File: src/rtl/jtopl_lfo.sv
// jtopl_lfo -- low-frequency oscillator for the OPL core.
//
// Counts output samples (tick = cenop & zero) and derives:
//   * am_mod  : tremolo attenuation offset (envelope LSBs, 0.1875 dB each),
//               a 210-step triangle scaled by the tremolo depth dam.
//   * vib_cnt : 3-bit vibrato phase position for the phase generator.
// All state is global (not per slot).
//
// Ports:
//   clk       in   system clock
//   rst       in   synchronous active-high reset
//   cenop     in   operator-rate clock enable
//   zero      in   high during the slot-0 cenop cycle
//   dam       in   tremolo depth: 1 = 4.8 dB, 0 = 1 dB
//   lfo_test  in   prescaler bypass, only honoured with JTOPL_LFO_TEST_EN
//   am_mod    out  [4:0] tremolo offset
//   vib_cnt   out  [2:0] vibrato position
//
// Configuration macro: JTOPL_LFO_TEST_EN
//   defined   -> lfo_test=1 makes every tick an AM and vibrato step, with
//                both prescalers holding their values meanwhile.
//   undefined -> lfo_test is ignored and the prescalers always run.

module jtopl_lfo (
  input  logic       clk,
  input  logic       rst,
  input  logic       cenop,
  input  logic       zero,
  input  logic       dam,
  input  logic       lfo_test,
  output logic [4:0] am_mod,
  output logic [2:0] vib_cnt
);

  logic       tick;
  logic       bypass;
  logic       am_step;
  logic       vib_step;

  logic [5:0] am_div_q,  am_div_d;
  logic [9:0] vib_div_q, vib_div_d;
  logic [7:0] am_pos_q,  am_pos_d;
  logic [2:0] vib_cnt_q, vib_cnt_d;
  logic [4:0] am_mod_q,  am_mod_d;

  logic [7:0] am_mirror;
  logic [6:0] am_tri;

  assign tick = cenop & zero;

`ifdef JTOPL_LFO_TEST_EN
  assign bypass = lfo_test;
`else
  logic unused_lfo_test;
  assign unused_lfo_test = lfo_test;
  assign bypass          = 1'b0;
`endif

  assign am_step  = tick & (bypass | (am_div_q  == 6'd63));
  assign vib_step = tick & (bypass | (vib_div_q == 10'd1023));

  // Prescalers: free-running on ticks, frozen while bypassed.
  always_comb begin
    am_div_d  = am_div_q;
    vib_div_d = vib_div_q;
    if (tick && !bypass) begin
      am_div_d  = am_div_q  + 6'd1;
      vib_div_d = vib_div_q + 10'd1;
    end
  end

  // Waveform positions.
  always_comb begin
    am_pos_d  = am_pos_q;
    vib_cnt_d = vib_cnt_q;
    if (am_step)
      am_pos_d = (am_pos_q == 8'd209) ? '0 : am_pos_q + 8'd1;
    if (vib_step)
      vib_cnt_d = vib_cnt_q + 3'd1;
  end

  // Triangle: rises 0..104, then mirrors back down 104..0.
  assign am_mirror = 8'd209 - am_pos_q;

  always_comb begin
    am_tri = (am_pos_q < 8'd105) ? am_pos_q[6:0] : am_mirror[6:0];
    // Registered from am_pos_q and dam every clock, so any change shows up
    // exactly one clock later.
    am_mod_d = dam ? am_tri[6:2] : {2'b00, am_tri[6:4]};
  end

  always_ff @(posedge clk) begin
    if (rst) begin
      am_div_q  <= '0;
      vib_div_q <= '0;
      am_pos_q  <= '0;
      vib_cnt_q <= '0;
      am_mod_q  <= '0;
    end else begin
      am_div_q  <= am_div_d;
      vib_div_q <= vib_div_d;
      am_pos_q  <= am_pos_d;
      vib_cnt_q <= vib_cnt_d;
      am_mod_q  <= am_mod_d;
    end
  end

  assign am_mod  = am_mod_q;
  assign vib_cnt = vib_cnt_q;

endmodule

File: config.mk
export PLATFORM = sky130hd
export DESIGN_NAME = jtopl_lfo
export DESIGN_NICKNAME = d
export VERILOG_FILES = /design/src/rtl/jtopl_lfo.sv
export SDC_FILE = /design/constraint.sdc
export NUM_CORES = 1
export LEC_CHECK = 0
export ABC_AREA = 1
export CAP_MARGIN = 10
export CORE_UTILIZATION = 52
export DETAILED_ROUTE_END_ITERATION = 7
export PLACE_DENSITY = 0.75
export SYNTH_ARGS = -nofsm -noshare
export SYNTH_HDL_FRONTEND = slang
export SYNTH_SLANG_ARGS = --single-unit
File: constraint.sdc
create_clock -name clk -period 1.35 [get_ports clk]
set_input_delay 0.27 -clock clk [delete_from_list [all_inputs] [get_ports clk]]
set_output_delay 0.27 -clock clk [all_outputs]
set_load 0.05 [all_outputs]
# --- Yosys cells after proc, flatten, opt, wreduce, memory -nomap -nowiden ---
# Cells that the tools add are included.
word_totals:
  reg_bits: 32
classes:
  add_sub_neg: 5
  order_cmp: 1
  eq_ne: 3
  mux: 3
  n_bitwise: 4
  n_reduce_logical: 1
op_table:
  columns: ["op", "count"]
  rows:
  - ["10-bit by 1-bit adder with 10-bit output (second input constant)", 1]
  - ["10-bit == test (second input constant)", 1]
  - ["8-bit by 1-bit adder with 8-bit output (second input constant)", 1]
  - ["8-bit == test (second input constant)", 1]
  - ["8-bit by 7-bit < comparator with 1-bit output (second input constant)", 1]
  - ["8-bit two-way mux", 1]
  - ["7-bit two-way mux", 1]
  - ["7-bit subtractor (first input constant)", 1]
  - ["6-bit by 1-bit adder with 6-bit output (second input constant)", 1]
  - ["6-bit == test (second input constant)", 1]
  - ["3-bit by 1-bit adder with 3-bit output (second input constant)", 1]
  - ["1-bit bitwise AND", 3]
  - ["3-bit two-way mux", 1]
  - ["2-bit OR reduction", 1]
  - ["1-bit inverter", 1]

# --- Logic depth before layout (Yosys ltp) ---
# Gate-level depths: netlist of run 1.
depth:
  word_depth: 3
  mapped_depth: 10
  mapped_depth_nobuf: 10

# --- Worst setup path before layout of run 1 ---
# No wires, ideal clock.
synth_path:
  path_kind: "register to register"
  from: "register am_pos_q[0]"
  to: "register am_mod_q[2], in the netlist am_mod[2]"
  setup_time_ns: 0.113
  arrival_time_ns: 1.220
  required_ns: 1.237
  slack_ns: 0.017
  stages_incl_launch_ff: 9
  n_path_buf: 0
  synth_period_minus_slack_ns: 1.333
  cell_sequence: "dfxtp_1 inv_1 ha_1 a21oi_1 nand2_1 nand2_4 nand3_1 nand3_1 nand2_1"
synth_via:
  elab_chain_cells: 3
synth_rtl:
  columns: ["element", "line_no", "rtl"]
  rows:
  - ["start, declared", "42", "logic [7:0] am_pos_q, am_pos_d;"]
  - ["start signal, assigned", "102", "am_pos_q <= am_pos_d;"]
  - ["7-bit subtractor or 8-bit by 7-bit < comparator with 1-bit output (tied branches)", "83, 86", null]
  - ["7-bit two-way mux (*)", "86", "am_tri = (am_pos_q < 8'd105) ? am_pos_q[6:0] : am_mirror[6:0];"]
  - ["3-bit two-way mux (*)", "89", "am_mod_d = dam ? am_tri[6:2] : {2'b00, am_tri[6:4]};"]
  - ["end signal, assigned", "104", "am_mod_q <= am_mod_d;"]
  - ["end, declared", "44", "logic [4:0] am_mod_q, am_mod_d;"]
# Every way passes the cells marked *; elsewhere a longest branch is shown, timed or not.
# A chain may end at the register's enable or synchronous reset.

# --- Worst setup path in the final report of run 1 ---
layout_path:
  from: "register am_pos_q[0]"
  to: "register am_pos_q[1]"
layout_via:
  elab_chain_cells: 2
layout_rtl:
  columns: ["element", "line_no", "rtl"]
  rows:
  - ["8-bit by 1-bit adder with 8-bit output or 8-bit == test (tied branches)", "77", "am_pos_d = (am_pos_q == 8'd209) ? '0 : am_pos_q + 8'd1;"]
  - ["8-bit two-way mux (*)", "77", null]
# Marks and branches as above.

==> results of run 1 <==
-- repair_timing --
item                                    in CTS  in global routing
setup buffers                                3                  4
resized for setup                            4                 31
pin swaps                                    3                 14
endpoints found under the setup margin      10                 20
-- power by group --
| group | switching, W | total [W] | internal, W |
|---|---|---|---|
| Sequential | 0.00000924 | 0.000961 | 0.000952 |
| Clock | 0.000308 | 0.000500 | 0.000192 |
| Combinational | 0.0000544 | 0.000102 | 0.0000472 |
-- Yosys cell counts (2+ instances only) --
library cell	count
dfxtp_1	32
xnor2_1	2
clkbuf_1	2
o21ai_0	9
nand4_1	5
nand2_4	2
a21oi_1	17
inv_1	32
nor2_1	33
xor2_1	3
a31oi_1	2
nor3_2	2
inv_2	3
o21a_1	2
nand2_1	76
nand3_1	17
ha_1	8
nor3_1	5
buf_2	2
-- metal layers --
metal	routed length, microns	vias to the layer above	GRT usage [%]	share of wire [%]
met2	1870	40	37.8	48
met5	0	-	0	0
met1	1790	785	30.1	46
li1	-	915	-	-
met4	68	0	10.6	1.8
met3	133	7	4.11	3.4
-- cell families after synthesis --
family	synth area share [%]
AND/OR/NAND/NOR	36.3
buffers and inverters	8.87
AO/OA/AOI/OAI	10.4
flip-flops	36.3
adder cells (fa/ha/maj)	5.68
XOR/XNOR	2.48
-- how the worst min path moves through the flow --
| stage | start | end | cells past startpoint |
|---|---|---|---|
| 2_1_floorplan | rst | vib_div_q[5]$_SDFFE_PP0P_ | 2 |
| 3_3_place_gp | am_div_q[5]$_SDFFE_PP0P_ | am_div_q[5]$_SDFFE_PP0P_ | 2 |
| 3_5_place_dp | am_div_q[5]$_SDFFE_PP0P_ | am_div_q[5]$_SDFFE_PP0P_ | 2 |
| 4_1_cts | am_div_q[5]$_SDFFE_PP0P_ | am_div_q[5]$_SDFFE_PP0P_ | 2 |
| 5_1_grt | vib_div_q[3]$_SDFFE_PP0P_ | vib_div_q[3]$_SDFFE_PP0P_ | 2 |
| 6_report | am_div_q[5]$_SDFFE_PP0P_ | am_div_q[5]$_SDFFE_PP0P_ | 2 |
-- through the flow --
stage / cell area, sq um / setup TNS (ps) / hold WS [ps] / cells / setup WS [ps]
CTS: 2230 / 0 / 484 / 343 / 1.80
finish: 2350 / -260 / 479 / 347 / -67.3
detailed placement: 2160 / -4620 / 469 / 333 / -283
global route: 2350 / -678 / 503 / 347 / -103
global placement: 2160 / -4190 / 447 / 333 / -249
floorplan: 1760 / 0 / 425 / 262 / 17.0
-- final cells by class --
cell class | count | share of cell area [%]
well taps | 44 | 2.34
multi-input cells | 190 | 44.4
clock buffers | 6 | 1.75
repair buffers | 39 | 18.0
flip-flops and latches | 32 | 27.7
clock inverters | 1 | 0.213
inverters | 35 | 5.58
-- tightest hold or removal path: stages, from the launching register on --
cell and delay [ps]:
dfxtp_1 330, inv_1 50, a21oi_1 60
-- registers in the layout, indices dropped and copies added, names as in the netlist --
register / count
vib_div_q: 10
vib_cnt: 3
am_div_q: 6
am_pos_q: 8
am_mod: 5
==> summary.md, run 1 <==
| Metric | Value |
|---|---|
| First-pass GRT wire length | between 6 and 7 mm |
| Area leader, netlist | dfxtp_1 |
| Failing checks | setup timing |
| Worst-Margin Slew | roughly 240 ps |
| Most frequent cells in the layout | nand2_1 (72), inv_1 (29), nor2_1 (26), dfxtp_1 (26), buf_4 (24) |
| Slowest Stage Delay on Critical Path | roughly 360 ps |
| Initial Utilization | 56.4% |
| Synth top area cells | dfxtp_1 (36%), nand2_1 (16%), nor2_1 (7.0%) |
| Arrival @ worst endpoint | 1640 ps |
| Die Y | 60.2 microns |
| HPWL after DPL | about 2.8 mm |
| Worst-Skew Late Latency | around 330 ps |
| Initial antenna violation count | 0 |
| RR Endpoint | am_pos_q[1]$_SDFFE_PP0P_ |
| H-tree depth | 2 |
| DR DRC count | 0 |
| Outcome | finished, violations left |
| Critical path buffers and inverters | 1 |
| Crit path capture | am_pos_q[1]$_SDFFE_PP0P_ |
| Mean number of vias per cell | 5.03 |
| Relative slew slack | a little over four fifths |
| WS Path Type | reg2reg |
| Design Power | approximately 0.0016 W |
| Final worst slack | -67.3 ps |
| Final wirelength | ~3.9 mm |
| Worst setup path startpoint | am_pos_q[0]$_SDFFE_PP0P_ |
| HP Class | reg2reg |
| DIE WIDTH | between 60 and 70 microns |
| Crit path max fanout | 5 |
| Placer congestion estimate | ~0.84 |
| Area Growth Syn to Fin | 33.6% |
| Initial DRC Count | just over 90 |
| FF-to-FF path depth | 7 |
| Max_cap viols | 0 |
| Mapped Nets | 276 |
| Largest net degree at the start of global routing | 11 |
| Worst Skew | approximately 12 ps |
| Mean Syn Cell Area | between 6 and 7 sq um |
| Count of warnings emitted by yosys | 0 |
| Vias in the first global route | 1473 |
| Final setup fails | 6 |
| Prevailing post-synth register cell | dfxtp_1 |
| Hold Fails Final Rpt | 0 |
| Remaining antenna violation count | 0 |
| Clock Sinks | 32 |
| Routed via count | around 1.7k |
| Avg WL per Cell | ~11 microns |
| I/O pins | 14 |
| Worst-path cell chain | buf_6, ha_4, nand2_2, nor2_2, nand3b_1, o21ai_4, nor2_1 |
| Core box area | approximately 3100 sq um |
| Fmax | between 700 and 800 MHz |
| Lkg Pwr | between 0.9 and 1 nW |
| Clock root cell | clkbuf_4 |
| Leading cell type in the layout, fill and taps excluded | nand2_1 |
| # diodes | 0 |
| Area of the multi-input gates | around 1000 sq um |
| Global Route Usage Sum | between 20% and 30% |
| PortBufs | 12 |
| Worst Path Required | about 1600 ps |
| Fillers | ~250 |
| Synth cell types | 27 |
| CTS Hold Bufs | 0 |
| Maximum clock path buffer count | 2 |
| Seq. cell area | between 600 and 700 sq um |
| Top delay family on crit path | simple AND/OR/NAND/NOR gates |
| First-pass DRT Iterations | 4 |
| Slew Viols, Final | 0 |
| Clock-pin slew on the worst setup and hold paths | about 100 ps |
| Slowest cell on crit path | dfxtp_2 |
| Post-synth top area share | between 30% and 40% |
| Ratio of cells with drive above 1 in the final layout | between 20% and 30% |
| Asr flop ratio synth | 0% |
| Power Density | 663 nW/um^2 |
| FF-to-FF setup slack | -70 ps |
| Tmin final | between 1000 and 1500 ps |
| # rows | 20 |
| Crit path capture type | flop |
| Startpoint types | flop |
| Post-Syn Instances | about 260 |
| Layout net count | roughly 320 |
| RSZ-0062 raised after global routing | yes |
| Cts bufs inserted | 5 |
| Die area | between 3000 and 4000 sq um |
| Critical path depth | 7 |
| FF+latch count, synth | 32 |
| Worst r2r src | am_pos_q[0]$_SDFFE_PP0P_ |
| Fin crit share | 105% |
| Mapped cell area | approximately 1800 sq um |
| Number of flops mapped to enable cells by yosys | 0 |
| TritonCTS clock tree | built |
| Final Core Density | about three quarters |
| Grt total ovfl | 0 |
| Register area share after synthesis | approximately 36% |
| Peak supply drop | 0.502 mV |
No activity file was read; power rests on OpenSTA's default activity.
==> run 2: changes to the inputs <==
Settings changed: CELL_PAD_IN_SITES_DETAIL_PLACEMENT from default to 0, CELL_PAD_IN_SITES_GLOBAL_PLACEMENT from default to 1, CORE_UTILIZATION 52 to 37, PLACE_DENSITY 0.75 to default, PLACE_DENSITY_LB_ADDON from default to 0.1.
==> summary.md, run 2 (same netlist as run 1, synthesis figures left out) <==
| Metric | Value |
|---|---|
| Outcome | finished, final reports clean |
| Crit path capture | am_pos_q[1]$_SDFFE_PP0P_ |
| Leading cell type in the layout, fill and taps excluded | nand2_1 |
| Routed via count | about 1.7k |
| Mean number of vias per cell | roughly 4.7 |
| Largest registers | vib_div_q: 10 flops, am_pos_q: 8 flops, am_div_q: 6 flops |
| TritonCTS clock tree | built |
| Worst-path cell chain | buf_6, ha_4, nand2_1, nor2_1, nand3b_1, o21ai_4, nor2_1 |
| Initial DRC Count | 70 |
| Power Density | a little over 800 nW/um^2 |
| Remaining antenna violation count | 0 |
| Max_cap viols | 0 |
| Worst r2r src | am_pos_q[0]$_SDFFE_PP0P_ |
| RSZ-0062 raised after global routing | yes |
| HP Class | in2reg |
| Grt total ovfl | 0 |
| # rows | 24 |
| Relative slew slack | 83.8% |
| WS Path Type | reg2reg |
| Final Core Density | 56.0% |
| Worst Skew | 10.4 ps |
| Final instance area | between 2000 and 3000 sq um |
| Arrival @ worst endpoint | around 1500 ps |
| Startpoint types | flop |
| Setup TNS | 0 ps |
| Placer congestion estimate | slightly above 0.8 |
| Slew Viols, Final | 0 |
| Die area | 5040 sq um |
| Final setup fails | 0 |
| # diodes | 0 |
| Peak supply drop | slightly above 0.7 mV |
| H-tree depth | 2 |
| Fillers | 430 |
| Hold Fails Final Rpt | 0 |
| CTS Hold Bufs | 0 |
| HPWL after DPL | slightly below 3 mm |
| DR DRC count | 0 |
| Dpl cell area | between 2000 and 2500 sq um |
| FF-to-FF path depth | 7 |
| First-pass DRT Iterations | 6 |
| Tmin final | about 1300 ps |
| Worst setup path startpoint | am_pos_q[0]$_SDFFE_PP0P_ |
| Initial Utilization | between 30% and 40% |
| Avg WL per Cell | about 11 microns |
| Worst Path Required | 1520 ps |
| Crit path max fanout | 5 |
| Hold Crit Start | zero |
| Cell repeated most along the worst path | nor2_1 |
| Final wirelength | 3.87 mm |
| Crit path capture type | flop |
| Fmax | about 780 MHz |
| Initial antenna violation count | 0 |
| Cts bufs inserted | 5 |
| Clock-pin slew on the worst setup and hold paths | 70 ps |
| Worst-Margin Slew | roughly 240 ps |
| Slowest cell on crit path | dfxtp_2 |
| Fin crit share | between 90% and 100% |
| First-pass GRT wire length | about 6.8 mm |
| FF-to-FF setup slack | a little under 70 ps |
| Layout net count | 322 |
| Clock root cell | clkbuf_8 |
| Global Route Usage Sum | ~17% |
| Area Growth Syn to Fin | 42.2% |
| Lkg Pwr | roughly 1.0 nW |
| Maximum clock path buffer count | 2 |
| Max reg flops | 10 |
| Vias in the first global route | 1613 |
| Largest net degree at the start of global routing | 11 |
| Most frequent cells in the layout | nand2_1 (72), buf_4 (29), nor2_1 (28), inv_1 (27), dfxtp_1 (24) |
| Die Y | roughly 71 microns |
| I/O pins | 14 |
| Worst-Skew Late Latency | roughly 280 ps |
| Largest Register | vib_div_q |
| Ratio of cells with drive above 1 in the final layout | a little under a third |
| Slowest Stage Delay on Critical Path | 350 ps |
| RR Endpoint | am_pos_q[1]$_SDFFE_PP0P_ |
| PortBufs | 12 |
| Clock Sinks | 32 |
| DIE WIDTH | 71.0 microns |
| Core box area | ~4500 sq um |
[run 2: cell count changes in the layout (fill, tap and decap cells not counted), moves of 3 or more]
cell | before | now
clkbuf_8 | 0 | 7
buf_4 | 24 | 29
clkbuf_4 | 5 | 0
dfxtp_2 | 4 | 8
nand3_2 | 0 | 3
[run 2: power breakdown]
group	internal, W	switching (W)	total [W]	leakage, nW
Clock	0.000651	0.000350	0.00100	0.0645
Combinational	0.0000473	0.0000548	0.000102	0.716
Sequential	0.000954	0.00000806	0.000963	0.262
Total	0.00165	0.000413	0.00207	1.04
[run 2: layout make-up]
| cell class | instances | area (sq um) | share of cell area [%] |
|---|---|---|---|
| clock inverter | 1 | 30.0 | 1.20 |
| timing repair buffer | 44 | 457 | 18.2 |
| clock buffer | 7 | 96.3 | 3.84 |
| sequential | 32 | 651 | 26.0 |
| inverter | 35 | 138 | 5.49 |
| tap | 52 | 65.1 | 2.60 |
| multi-input combinational | 190 | 1070 | 42.7 |
[run 2: metal layers]
layer,part of all wire [%],GRT usage (%),up-vias
met3,2.8,4.27,2
met5,0,0,-
met2,44,28.1,26
met4,0.70,5.33,0
li1,-,-,922
met1,53,22.0,746
[run 2: metrics by stage]
step,power [W],hold slack (ps),worst slack [ps],instances
3_3_place_gp,0.00108,452,-303,349
2_1_floorplan,0.00103,425,17.0,262
5_1_grt,0.00216,462,-28.0,361
4_1_cts,0.00210,469,0.0435,359
6_report,0.00207,463,67.3,361
3_5_place_dp,0.00108,458,-313,349
[run 2: how the worst min path moves through the flow]
stage	to	slack, ps	cells after the start
2_1_floorplan	vib_div_q[5]$_SDFFE_PP0P_	420	2
3_3_place_gp	am_div_q[5]$_SDFFE_PP0P_	450	2
3_5_place_dp	am_div_q[5]$_SDFFE_PP0P_	460	2
4_1_cts	am_div_q[5]$_SDFFE_PP0P_	470	2
5_1_grt	vib_div_q[1]$_SDFFE_PP0P_	460	4
6_report	vib_div_q[1]$_SDFFE_PP0P_	460	4
[run 2: timing repair]
action,in CTS,in global routing
endpoints found under the setup margin,10,22
buffers inserted,2,2
pin swaps,3,17
gates cloned,0,0
resized for setup,8,37
[run 2: critical path: cells and delay by family, from the launching register on]
family	cells	cell delay [ps]
fa+ha+maj	1	110
flops	1	350
compound gates	1	250
simple gates	4	350
buf+inv	1	110
